[src/rtl/pdl_pkg.sv]
// Shared constants and state type for the pulse-delay generator.
// Optional feature macro: PDL_RETRIGGER_EN.
package pdl_pkg;

    localparam int PDL_CNT_W = 32;

    typedef enum logic [1:0] {
        IDLE  = 2'd0,
        DELAY = 2'd1,
        PULSE = 2'd2
    } pdl_state_t;

endpackage

[src/rtl/pdl_edge_det.sv]
// Registered rising-edge detector for the trigger input.
// Synchronous active-high reset clears the history bit.
module pdl_edge_det (
    input  logic clk,
    input  logic reset,
    input  logic trigger,
    output logic trig_edge
);

    logic trig_q;

    always_ff @(posedge clk) begin
        if (reset) begin
            trig_q <= 1'b0;
        end else begin
            trig_q <= trigger;
        end
    end

    assign trig_edge = trigger & ~trig_q;

endmodule

[src/rtl/pdl_pulse_gen.sv]
// Programmable pulse-delay generator: delay then one pulse of set width.
// Define PDL_RETRIGGER_EN to let a busy-time trigger restart the sequence.
module pdl_pulse_gen
    import pdl_pkg::*;
#(
    parameter int CNT_W = PDL_CNT_W
) (
    input  logic             clk,
    input  logic             reset,
    input  logic [CNT_W-1:0] wb,
    input  logic [CNT_W-1:0] dl,
    input  logic             trigger,
    input  logic             enable,
    output logic             delay_out
);

    localparam logic [1:0] ST_IDLE  = 2'(IDLE);
    localparam logic [1:0] ST_DELAY = 2'(DELAY);
    localparam logic [1:0] ST_PULSE = 2'(PULSE);

    localparam logic [CNT_W-1:0] ONE  = 1;
    localparam logic [CNT_W-1:0] ZERO = '0;

    logic [1:0]       state;
    logic [CNT_W-1:0] cnt;
    logic [CNT_W-1:0] wb_l;
    logic             trig_edge;

    pdl_edge_det u_edge (
        .clk       (clk),
        .reset     (reset),
        .trigger   (trigger),
        .trig_edge (trig_edge)
    );

    always_ff @(posedge clk) begin
        if (reset) begin
            state     <= ST_IDLE;
            delay_out <= 1'b0;
            cnt       <= ZERO;
            wb_l      <= ZERO;
        end else if (!enable) begin
            state     <= ST_IDLE;
            delay_out <= 1'b0;
`ifdef PDL_RETRIGGER_EN
        end else if (trig_edge && state != ST_IDLE) begin
            wb_l      <= wb;
            cnt       <= dl;
            state     <= ST_DELAY;
            delay_out <= 1'b0;
`endif
        end else begin
            unique case (state)
                ST_IDLE: begin
                    if (trig_edge) begin
                        wb_l  <= wb;
                        cnt   <= dl;
                        state <= ST_DELAY;
                    end
                end
                ST_DELAY: begin
                    if (cnt != ZERO) begin
                        cnt <= cnt - ONE;
                    end else if (wb_l == ZERO) begin
                        state <= ST_IDLE;
                    end else begin
                        // Pulse already counts its first cycle here
                        state     <= ST_PULSE;
                        delay_out <= 1'b1;
                        cnt       <= wb_l - ONE;
                    end
                end
                ST_PULSE: begin
                    if (cnt != ZERO) begin
                        cnt <= cnt - ONE;
                    end else begin
                        state     <= ST_IDLE;
                        delay_out <= 1'b0;
                    end
                end
                default: begin
                    state     <= ST_IDLE;
                    delay_out <= 1'b0;
                end
            endcase
        end
    end

endmodule

[config.mk]
export PLATFORM = sky130hd
export DESIGN_NAME = pdl_pulse_gen
export DESIGN_NICKNAME = d
export VERILOG_FILES = /design/src/rtl/pdl_pkg.sv /design/src/rtl/pdl_edge_det.sv /design/src/rtl/pdl_pulse_gen.sv
export SDC_FILE = /design/constraint.sdc
export NUM_CORES = 1
export LEC_CHECK = 0
export ABC_AREA = 1
export BUFFER_PORTS_ARGS = -buffer_cell sky130_fd_sc_hd__buf_4
export CAP_MARGIN = 20
export CORE_MARGIN = 3
export CORE_UTILIZATION = 46
export DETAILED_ROUTE_END_ITERATION = 7
export GPL_ROUTABILITY_DRIVEN = 0
export PLACE_DENSITY = 0.66
export SYNTH_ARGS = -nofsm -noshare
export SYNTH_HDL_FRONTEND = slang
export SYNTH_HIERARCHICAL = 1
export SYNTH_SLANG_ARGS = --single-unit
[constraint.sdc]
create_clock -name clk -period 2 [get_ports clk]
set_input_delay 0 -clock clk [delete_from_list [all_inputs] [get_ports clk]]
set_output_delay 0 -clock clk [all_outputs]
set_load 0.03 [all_outputs]
==> flow_metrics.env <==
export IMPL_syn_to_final_growth_pct=37.49
export IMPL_antenna_cells=0
export IMPL_cts_made_buffers=9
export IMPL_layout_common_cells="nand2_1 (251), nor2_1 (149), buf_4 (115), inv_1 (97), a21oi_1 (69)"
export IMPL_die_w_um=112.0
export IMPL_power_density_nw_per_um2=756.7
export IMPL_hp_class="in -> reg"
export IMPL_leakage_nw=3.367
export IMPL_synth_seq_area_share_pct=26.32
export IMPL_arrival_ns=2.16
export IMPL_synthCells=905
export IMPL_fillerInstances=1095
export IMPL_port_buffers=68
export IMPL_clkLatencyLatePin_ns=0.35
export IMPL_peakVddDrop_v=0.0006445
export IMPL_grt_max_degree=36
export IMPL_endpoint_kind="register"
export IMPL_final_cells=1203
export IMPL_coreArea_um2=10940
export IMPL_avgViaCountPerCell=5.043
export IMPL_relSlewSlack_pct=68.88
export IMPL_start_util_pct=47.30
export IMPL_clock_sinks=68
export IMPL_slowest_stage="dfxtp_1"
export IMPL_max_stage_delay_ns=0.39
export IMPL_path_delay_family="simple AND/OR/NAND/NOR gates"
export IMPL_cpMostUsedCell="nand2_1"
export IMPL_fin_util_pct=65.03
export IMPL_vias=6067
export IMPL_status="completed"
export IMPL_drt_iter0_drc=481
export IMPL_dieArea_um2=12550
export IMPL_grt_first_pass_wirelength_mm=27.06
export IMPL_finClkSkew_ns=0.005821
export IMPL_gr_total_overflow=0
export IMPL_timing_fmax_mhz=530.0
export IMPL_grt_pass1_vias=5541
export IMPL_worst_slew_pin_slew_ns=0.4651
export IMPL_layout_commonest_cell="nand2_1"
export IMPL_route_detailed_drc=0
export IMPL_cp_start_kind="register"
export IMPL_ant_nets=0
export IMPL_wl_mm=16.92
export IMPL_dp_cells=1137
export IMPL_std_cell_rows=38
export IMPL_drtPass1Iterations=5
export IMPL_track_usage_pct=26.99
export IMPL_root_buffer="clkbuf_16"
export IMPL_slew_viol_final=0
export IMPL_cp_max_fo=6
export IMPL_synth_edf_count=0
export IMPL_dp_hpwl_mm=12.37
export IMPL_path_class="reg -> reg"
export IMPL_cts_tree="built"
export IMPL_clockBufferDepth=2
export IMPL_syn_nets=979
export IMPL_yosys_warnings=6
export IMPL_period_share_pct=94.35
export IMPL_period_needed_ns=1.887
export IMPL_synth_ff_type="dfxtp_1"
export IMPL_avgSynthCellArea_um2=5.715
export IMPL_crit_chain="nor2_2, nand2_1, nor2_2, nand3_4, nor2_1, nand2_1, nor2_2, nand2_1, nand3_1, nand2_1, a21oi_1"
export IMPL_synth_cell_types=35
export IMPL_routedWlPerCell_um=14.07
export IMPL_timing_critical_path_buf_inv=0
export IMPL_drive_above_1_share_pct=18.81
export IMPL_h_tree_depth=3
export IMPL_ys_ff_latch=68
export IMPL_setup_violations=0
export IMPL_cap_violations=0
export IMPL_io_pins=69
export IMPL_hold_viol=0
export IMPL_clk_pin_slew_worst_paths_ns=0.05
export IMPL_fin_nets=1132
export IMPL_synthesis_area_um2=5172
export IMPL_cp_data_required_time_ns=2.28
export IMPL_ys_async_sr_fraction_pct=0
export IMPL_antenna_found_initial=0
export IMPL_die_y_um=112.0
==> state kept, by name, summed over array words and instances, names as in the netlist <==
name           count
state              2
delay_out          1
wb_l              32
u_edge/trig_q      1
cnt               32
==> what timing repair did <==
item / 4_1_cts / 5_1_grt
hold endpoints to repair: 48 / 0
resized for setup: 1 / 47
setup endpoints to repair: 13 / 35
hold buffers: 48 / 0
setup buffers: 0 / 1
pin swaps: 0 / 9
cloned: 0 / 1
==> Yosys cell counts, types with 2 or more instances <==
master / n / area [µm²]
a21oi_1: 69 / 345.3
a21oi_2: 5 / 43.79
buf_1: 3 / 11.26
buf_2: 2 / 10.01
buf_4: 3 / 22.52
buf_6: 3 / 33.78
clkbuf_1: 18 / 67.56
dfxtp_1: 68 / 1361
ha_1: 6 / 75.07
inv_1: 100 / 375.4
nand2_1: 255 / 957.2
nand2_2: 4 / 25.02
nand3_1: 69 / 345.3
nand4_1: 9 / 56.30
nor2_1: 173 / 649.4
nor2_2: 4 / 25.02
nor2_4: 2 / 22.52
nor3_1: 9 / 45.04
o211ai_1: 2 / 15.01
o21ai_0: 54 / 270.3
or2_2: 5 / 31.28
xnor2_1: 8 / 70.07
xor2_1: 22 / 192.7
==> metrics by stage <==
| stage | TNS (ns) | area [µm²] | hold slack, ns | worst slack [ns] | power, W |
|---|---|---|---|---|---|
| final | 0 | 7112 | 0.01909 | 0.1131 | 0.005381 |
| after floorplan | 0 | 5172 | 0.07238 | 0.2043 | 0.002992 |
| after global placement | -0.01975 | 6191 | 0.2159 | -0.01975 | 0.003695 |
| after detailed placement | -0.2642 | 6191 | 0.2219 | -0.04343 | 0.003702 |
| after CTS | 0 | 6943 | 0.008924 | 0.02910 | 0.005260 |
| after global routing | -0.06128 | 7112 | 0.03774 | -0.02407 | 0.005734 |
==> cell families (layout without fill, tap and decap cells) <==
| logic type | count (synthesis) | in the layout | share of synthesized area, % |
|---|---|---|---|
| AND/OR/NAND/NOR | 537 | 537 | 43.37 |
| flip-flops | 68 | 68 | 26.32 |
| adder cells (fa/ha/maj) | 6 | 6 | 1.451 |
| AO/OA/AOI/OAI | 134 | 134 | 13.64 |
| XOR/XNOR | 30 | 30 | 5.080 |
| buffers and inverters | 130 | 288 | 10.14 |
==> power by group <==
part / internal, W / switching, W
clock network: 0.000870 / 0.000600
registers: 0.00148 / 0.000117
logic: 0.000930 / 0.00139
==> path summary, 6_finish.rpt <==
path | start | to | slack [ns] | cells past startpoint
worst max-delay path | cnt[13] | cnt[21] | 0.11 | 11
worst min-delay path | reset | u_edge/trig_q | 0.02 | 2
worst max register to register | cnt[13] | cnt[21] | 0.11 | 11
worst min register to register | delay_out | delay_out | 0.46 | 2
==> metal layers <==
metal  GRT usage [%]  routed length, µm  part of all wire (%)
met4           7.452                301                   1.8
met2           44.16               7733                    46
met5               0                  0                     0
met3           4.367               1201                   7.1
met1           37.13               7683                    45
==> layout make-up <==
type | instances | area, µm² | share of cell area, %
clock buffer | 14 | 254.0 | 3.571
tap | 140 | 175.2 | 2.463
clock inverter | 2 | 10.01 | 0.1407
timing repair buffer | 171 | 1500 | 21.09
multi-input combinational | 707 | 3427 | 48.19
inverter | 101 | 379.1 | 5.331
sequential | 68 | 1366 | 19.21
No activity file was read; power rests on OpenSTA's default activity.
